<file path="src/rtl/axi_read_burst_scheduler.sv">
// Splits a read transfer of req_beats 32-bit beats into AXI bursts.
// Each burst is capped at MAX_BURST_BEATS and never crosses a 4 KB page.
module axi_read_burst_scheduler #(
  parameter int ADDR_WIDTH      = 32,
  parameter int READ_BURST_LEN  = 8,
  parameter int TOTAL_WIDTH     = 16,
  parameter int MAX_BURST_BEATS = 16
) (
  input  logic                      clk,
  input  logic                      rst,
  input  logic                      req_valid,
  output logic                      req_ready,
  input  logic [ADDR_WIDTH-1:0]     req_addr,
  input  logic [TOTAL_WIDTH-1:0]    req_beats,
  output logic                      busy,
  output logic                      xfer_done,
  output logic [TOTAL_WIDTH-1:0]    burst_count,
  output logic                      rd_start,
  output logic [ADDR_WIDTH-1:0]     rd_target_addr,
  output logic [READ_BURST_LEN-1:0] rd_target_burst_len,
  input  logic                      rd_done
);

  // Wide enough for the beat count and for the 1..1024 beats left in a page.
  localparam int CW = (TOTAL_WIDTH > 11) ? TOTAL_WIDTH : 11;

  typedef enum logic [2:0] {IDLE, CALC, ISSUE, WAIT_DONE, FINISH} state_t;

  state_t                  state_q, state_d;
  logic [ADDR_WIDTH-1:0]   addr_q;
  logic [TOTAL_WIDTH-1:0]  remaining;
  logic [CW-1:0]           burst_beats;
  logic [CW-1:0]           page_left, b_calc;

  always_ff @(posedge clk) begin
    if (rst) state_q <= IDLE;
    else     state_q <= state_d;
  end

  always_comb begin
    state_d   = state_q;
    req_ready = 1'b0;
    rd_start  = 1'b0;
    xfer_done = 1'b0;
    busy      = (state_q != IDLE);
    unique case (state_q)
      IDLE: begin
        req_ready = 1'b1;
        if (req_valid) state_d = (req_beats != '0) ? CALC : FINISH;
      end
      CALC:      state_d = ISSUE;
      ISSUE: begin
        rd_start = 1'b1;
        state_d  = WAIT_DONE;
      end
      WAIT_DONE: begin
        if (rd_done)
          state_d = (remaining == TOTAL_WIDTH'(burst_beats)) ? FINISH : CALC;
      end
      FINISH: begin
        xfer_done = 1'b1;
        state_d   = IDLE;
      end
      default:   state_d = IDLE;
    endcase
  end

  // Burst size: smallest of beats remaining, the burst cap and the room left in the page.
  always_comb begin
    page_left = CW'(1024) - CW'(addr_q[11:2]);
    b_calc    = CW'(remaining);
    if (CW'(MAX_BURST_BEATS) < b_calc) b_calc = CW'(MAX_BURST_BEATS);
    if (page_left < b_calc)            b_calc = page_left;
  end

  always_ff @(posedge clk) begin
    if (rst) begin
      addr_q              <= '0;
      remaining           <= '0;
      burst_beats         <= '0;
      burst_count         <= '0;
      rd_target_addr      <= '0;
      rd_target_burst_len <= '0;
    end else begin
      unique case (state_q)
        IDLE: begin
          if (req_valid) begin
            addr_q      <= req_addr & ~ADDR_WIDTH'(3);
            remaining   <= req_beats;
            burst_count <= '0;
          end
        end
        CALC: begin
          burst_beats         <= b_calc;
          rd_target_addr      <= addr_q;
          rd_target_burst_len <= READ_BURST_LEN'(b_calc - CW'(1));
        end
        WAIT_DONE: begin
          if (rd_done) begin
            addr_q      <= addr_q + ADDR_WIDTH'({burst_beats, 2'b00});
            remaining   <= remaining - TOTAL_WIDTH'(burst_beats);
            burst_count <= burst_count + TOTAL_WIDTH'(1);
          end
        end
        default: ;
      endcase
    end
  end

endmodule

</file>
<file path="config.mk">
export PLATFORM = sky130hd
export DESIGN_NAME = axi_read_burst_scheduler
export DESIGN_NICKNAME = d
export VERILOG_FILES = /design/src/rtl/axi_read_burst_scheduler.sv
export SDC_FILE = /design/constraint.sdc
export NUM_CORES = 1
export LEC_CHECK = 0
export BUFFER_PORTS_ARGS = -buffer_cell sky130_fd_sc_hd__clkbuf_2
export CAP_MARGIN = 0
export CORE_MARGIN = 2
export CORE_UTILIZATION = 58
export CTS_CLUSTER_SIZE = 24
export DETAILED_ROUTE_END_ITERATION = 12
export GPL_TIMING_DRIVEN = 1
export PLACE_DENSITY_LB_ADDON = 0.25
export SLEW_MARGIN = 20
export SYNTH_ARGS = -nofsm -noshare
export SYNTH_HDL_FRONTEND = slang
export SYNTH_SLANG_ARGS = --single-unit
</file>
<file path="constraint.sdc">
create_clock -name clk -period 4.2 [get_ports clk]
set_input_delay 0.42 -clock clk [delete_from_list [all_inputs] [get_ports clk]]
set_output_delay 0.42 -clock clk [all_outputs]
set_load 0.03 [all_outputs]
</file>
== Yosys cells after proc, flatten, opt, wreduce, memory -nomap -nowiden ==
Cells that the tools add are included.

* Register bits after elaboration: 123
* Latch bits: 0
* Bits in writable memories: 0
* Bits in read-only memories: 0
* Bits of input ports: 52
* Output and inout port bits: 60
* Logic and storage cells: 46
* Memories: 0

* Add/subtract/negate cells: 5
* Multipliers: 0
* Divide/modulo/power cells: 0
* $lt $le $gt $ge: 2
* Eq/ne operators: 7
* Shift-type cells: 0
* Muxes and demuxes: 19
* Bitwise logic cells: 0
* Reductions and logical operators: 6

{| class="wikitable"
|+ Operators by type and width
! kind !! count
|-
| 2-to-1 mux 16 bit || 6
|-
| 2-to-1 mux 32 bit || 2
|-
| one-hot mux 16 bit (2 select lines) || 2
|-
| one-hot mux 32 bit (2 select lines) || 1
|-
| adder 32 x 18 -> 32 bit || 1
|-
| adder 16 x 1 -> 16 bit (second input constant) || 1
|-
| equality test 16 bit || 1
|-
| < comparator 16 bit || 1
|-
| < comparator 5 x 16 -> 1 bit (first input constant) || 1
|-
| nonzero test 16 bit || 1
|-
| subtractor 16 bit || 1
|-
| 2-to-1 mux 3 bit || 4
|-
| one-hot mux 3 bit (4 select lines) || 1
|-
| subtractor 11 x 10 -> 12 bit (first input constant) || 1
|-
| subtractor 8 x 1 -> 8 bit (second input constant) || 1
|-
| equality test 3 x 2 -> 1 bit (second input constant) || 2
|-
| inequality test 2 bit (second input constant) || 2
|-
| equality test 3 x 1 -> 1 bit (second input constant) || 1
|-
| equality test 3 bit (second input constant) || 1
|-
| logical NOT 3 bit || 1
|-
| 2-to-1 mux 1 bit || 3
|-
| AND reduction 3 bit || 1
|-
| nonzero test 3 bit || 1
|-
| AND reduction 2 bit || 1
|-
| nonzero test 2 bit || 1
|}

== Depth between registers and ports, before layout ==
* Depth after elaboration: 5
* Gate-level depth with buffers: 18
* Gate-level depth less buffers: 16

== Worst setup path after synthesis ==
Ideal clock, no wire load.

* Path type: register -> register
* Start: reg addr_q[2]
* End: reg rd_target_burst_len[2]
* Setup time: 0.117 ns
* Arrival time: 3.455 ns
* Data required time: 4.083 ns
* Setup slack: 0.629 ns
* Stages on the path, launching flop included: 19
* Buffers on the path: 2
* Period minus slack after synthesis: 3.571 ns
* Cell sequence: dfxtp_1 clkbuf_1 inv_1 ha_1 nor3b_1 nand2_1 nor3_1 xnor2_1 ha_1 o21a_1 o21ai_0 nor2b_1 nor2_2 buf_2 a31oi_2 ha_1 inv_1 xnor2_1 a22o_1

* Cells in the longest elaborated chain, start to end: 4

{| class="wikitable"
|+ RTL lines
! element !! RTL line !! source
|-
| start: declaration || 30 || <nowiki>logic [ADDR_WIDTH-1:0] addr_q;</nowiki>
|-
| start signal: assignment || 88 || <nowiki>addr_q <= req_addr & ~ADDR_WIDTH'(3);</nowiki>
|-
| start signal: assignment || 100 || <nowiki>addr_q <= addr_q + ADDR_WIDTH'({burst_beats, 2'b00});</nowiki>
|-
| subtractor 11 x 10 -> 12 bit (*) || 70 || <nowiki>page_left = CW'(1024) - CW'(addr_q[11:2]);</nowiki>
|-
| < comparator 16 bit || 73 || <nowiki>if (page_left < b_calc) b_calc = page_left;</nowiki>
|-
| 2-to-1 mux 16 bit (*) || 73 ||
|-
| subtractor 8 x 1 -> 8 bit (*) || 96 || <nowiki>rd_target_burst_len <= READ_BURST_LEN'(b_calc - CW'(1));</nowiki>
|-
| end signal: assignment || 96 ||
|-
| end: declaration || 20 || <nowiki>output logic [READ_BURST_LEN-1:0] rd_target_burst_len,</nowiki>
|}

Mark *: on every way between the ends. The rest lies on a longest branch, timed or not.
A chain may end at the register's enable or synchronous reset.

== Worst setup path in the final report ==
* Start: reg remaining[10]
* End: reg rd_target_burst_len[2]

* Cells in the longest elaborated chain, start to end: 5

{| class="wikitable"
|+ RTL lines
! element !! RTL line !! source
|-
| start: declaration || 31 || <nowiki>logic [TOTAL_WIDTH-1:0] remaining;</nowiki>
|-
| start signal: assignment || 89 || <nowiki>remaining <= req_beats;</nowiki>
|-
| start signal: assignment || 101 || <nowiki>remaining <= remaining - TOTAL_WIDTH'(burst_beats);</nowiki>
|-
| < comparator 5 x 16 -> 1 bit || 72 || <nowiki>if (CW'(MAX_BURST_BEATS) < b_calc) b_calc = CW'(MAX_BURST_BEATS);</nowiki>
|-
| 2-to-1 mux 16 bit (*) || 72 ||
|-
| < comparator 16 bit || 73 ||
|-
| 2-to-1 mux 16 bit (*) || 73 ||
|-
| subtractor 8 x 1 -> 8 bit (*) || 96 ||
|}

Marks and branches as above.

==> results.md <==
- Met2 usage: 48.3%
- Final Skew: 0.00514 ns
- Sequential share of power: 30.3%
- H-tree levels: 4
- DRC Markers: 0
- Post-synth cell types: 72
- CP max FO: 14
- Met3 usage: 6.96%
- Clock share of power: 33.8%
- Crit start category: flip-flop
- Clock Latency Late Sink: 0.42 ns
- Syn_area_per_cell: 7.68 um^2
- DR WL/cell: 16.9 um
- GRT busiest layer: met2
- Met1 Use GR: 42.1%
- # IOs: 112
- Core Area: 12600 um^2
- Period utilisation layout: 92.7%
- Status: completed
- Hold Path Class: input port to flip-flop
- Die ar.: 13800 um^2
- Final setup fails: 0
- Yosys top cell area share: 32.0%
- Largest net degree at the start of global routing: 55
- Inserted Diodes: 0
- Share of post-route cells with drive strength above 1: 15.4%
- Nets: 1153
- Dpl hpwl: 14400 um
- DR iter-0 viols: 716
- Critical Path RT: 4.51 ns
- Die width: 117 um
- RSZ-0062 raised after global routing: no
- P_leak: 3.62 nW
- RR Endpoint: rd_target_burst_len[2]$_SDFFE_PP0P_
- GRT Total Usage: 30.8%
- Reg clk slew, reported paths: 0.06 ns
- Slew Limit Fails: 0
- PD cells: 522 nW/um^2
- Hold Vio Cnt, Final: 0
- Mapped Area: 7450 um^2
- Clk Tree Root Cell: clkbuf_16
- Placer Congestion: 0.955
- Number of synthesized register bits: 119
- VDD IR max: 0.000247 V
- Yosys warns: 0
- Post-Synthesis Cells: 971
- Initial cell density of the core: 59.3%
- Clk sink count: 119
- Hold path depth: 3
- Layout area overhead: 16.8%
- Fin util: 69.3%
- Maxcap violations: 0
- Antenna violations before repair: 0
- Post-synthesis sequential area ratio: 32.0%
- Total negative setup slack: 0 ns
- Ys async rst share: 0%
- CTS Buf Count: 17
- CP endpoint kind: flip-flop
- Fill count: 1087
- Std-Cell Rows: 41
- CTS tree: yes
- Area contributors post-synth: dfxtp_1 32%, nand2_1 7.6%, ha_1 7.4%
- Most frequent cells in the layout: 150 x nand2_1, 119 x dfxtp_1, 106 x clkbuf_2, 97 x a21oi_1, 82 x nor2_1
- Synth Flop Type: dfxtp_1
- Synth area leader: dfxtp_1
- CP Class: flip-flop to flip-flop
- Drt pass-1 iters: 7
- Switching Fraction: 36.7%
- Max Fclk: 257 MHz
- Number of synthesized flops with an enable pin: 0
- Final WL: 21000 um
- Worst-Margin Slew: 1.00 ns
- Min-delay src: req_addr[7]
- Vias/cell: 6.14
- Cts-stage hold buffer count: 0
- Relative slew slack: 33.0%
- WP data arrival: 4.21 ns
- Hold-critical path endpoint: addr_q[7]$_SDFFE_PP0P_
- RR Startpoint: remaining[10]$_SDFFE_PP0P_
- Tmin final: 3.89 ns
- Final antenna-violating net count: 0
- Global-route wire length before repair: 34900 um
- R2r worst-path depth: 13
- Flop2flop setup slack: 0.31 ns
- Cell internal pwr: 2.88 mW
- Vias in the first global route: 7072
- Comb pwr share: 35.9%
- Routed vias: 7612
- Grt ovf: 0
- Switching pwr: 1.67 mW
- I/O Buffers: 107
- Max clock buf depth: 2
- Most common cell after layout, fill and taps aside: nand2_1
- Die height: 117 um
[worst max-delay path, cell delays in order, from the launching register on]
cell,delay [ns]
dfxtp_1,0.36
nor4_1,0.57
and3_1,0.46
nand2_1,0.13
ha_1,0.31
a21oi_1,0.19
o221ai_1,0.17
a211oi_2,0.39
nor2_2,0.24
a31oi_2,0.30
ha_1,0.25
inv_1,0.08
xnor2_1,0.13
a22o_1,0.21
[state kept, by name, indices dropped and copies added (netlist names)]
name / cells
remaining: 16
rd_target_burst_len: 8
burst_count: 16
addr_q: 30
rd_target_addr: 30
state_q: 3
burst_beats: 16
[area by class of cell]
class                   instances  area (um^2)  area share (%)
clock buffers                  20          447            5.13
flip-flops and latches        119         2380            27.4
multi-input cells             766         4750            54.5
repair buffers                117          611            7.01
inverters                      34          128            1.47
clock inverters                12          176            2.03
well taps                     172          215            2.47
[power by group through the flow]
stage	Clock (mW)	Sequential, mW	Combinational [mW]
detailed placement	0	1.39	1.58
floorplan	0	1.41	1.19
global route	1.60	1.39	1.80
finish	1.54	1.38	1.63
global placement	0	1.39	1.56
CTS	1.55	1.37	1.60
[layer usage]
metal / vias to the layer above / share of wire, %
li1: 3691 / -
met1: 3560 / 45
met2: 327 / 45
met3: 34 / 8.2
met4: 0 / 2.1
met5: - / 0
[cell families (layout without fill, tap and decap cells)]
kind of cell,after synthesis,after routing,synth area share [%]
xor gates and xnor gates,40,40,4.70
other,2,8,0.101
and+or+nand+nor,373,373,23.4
AOI/OAI and AO/OA,285,285,25.2
muxes,14,14,1.93
DFF,119,119,32.0
adders and majority gates,46,46,7.92
buffers and inverters,92,183,4.85
[repair_timing]
item / 4_1_cts / 5_1_grt
buffers inserted: 0 / 0
endpoints found under the setup margin: 0 / 3
resized for setup: 0 / 1
[synthesized netlist by cell type (all sizes together) (5+ instances only)]
| library cell | count |
|---|---|
| a211oi | 15 |
| a21o | 11 |
| a21oi | 97 |
| a221oi | 13 |
| a311oi | 7 |
| a31oi | 8 |
| and2 | 9 |
| and3 | 15 |
| and4 | 7 |
| buf | 11 |
| clkbuf | 47 |
| dfxtp | 119 |
| ha | 44 |
| inv | 34 |
| mux2i | 14 |
| nand2 | 150 |
| nand2b | 5 |
| nand3 | 21 |
| nand4 | 13 |
| nor2 | 84 |
| nor2b | 6 |
| nor3 | 24 |
| nor3b | 8 |
| nor4 | 14 |
| o211ai | 8 |
| o21a | 18 |
| o21ai | 49 |
| o31ai | 7 |
| or3 | 7 |
| xnor2 | 19 |
| xor2 | 21 |
[how the worst max path moves through the flow]
| stage | end | cells past startpoint | slack (ns) | from |
|---|---|---|---|---|
| finish | rd_target_burst_len[2]$_SDFFE_PP0P_ | 13 | 0.31 | remaining[10]$_SDFFE_PP0P_ |
| global route | rd_target_burst_len[4]$_SDFFE_PP0P_ | 15 | 0.02 | addr_q[3]$_SDFFE_PP0P_ |
| CTS | rd_target_burst_len[2]$_SDFFE_PP0P_ | 16 | 0.26 | addr_q[3]$_SDFFE_PP0P_ |
| detailed placement | rd_target_burst_len[2]$_SDFFE_PP0P_ | 16 | 0.30 | addr_q[3]$_SDFFE_PP0P_ |
| global placement | rd_target_burst_len[2]$_SDFFE_PP0P_ | 16 | 0.40 | addr_q[3]$_SDFFE_PP0P_ |
| floorplan | rd_target_burst_len[2]$_SDFFE_PP0P_ | 18 | 0.63 | addr_q[2]$_SDFFE_PP0P_ |
[stage by stage]
step           cell area, um^2  setup WS (ns)  total power [mW]  std cells  hold WS [ns]
3_3_place_gp              8080          0.403              2.95       1208         0.432
6_report                  8700          0.307              4.55       1240         0.233
5_1_grt                   8700         0.0213              4.79       1240         0.262
2_1_floorplan             7480          0.629              2.60        977         0.445
3_5_place_dp              8080          0.302              2.98       1208         0.439
4_1_cts                   8700          0.256              4.52       1240         0.223
No activity file was read; power rests on OpenSTA's default activity.
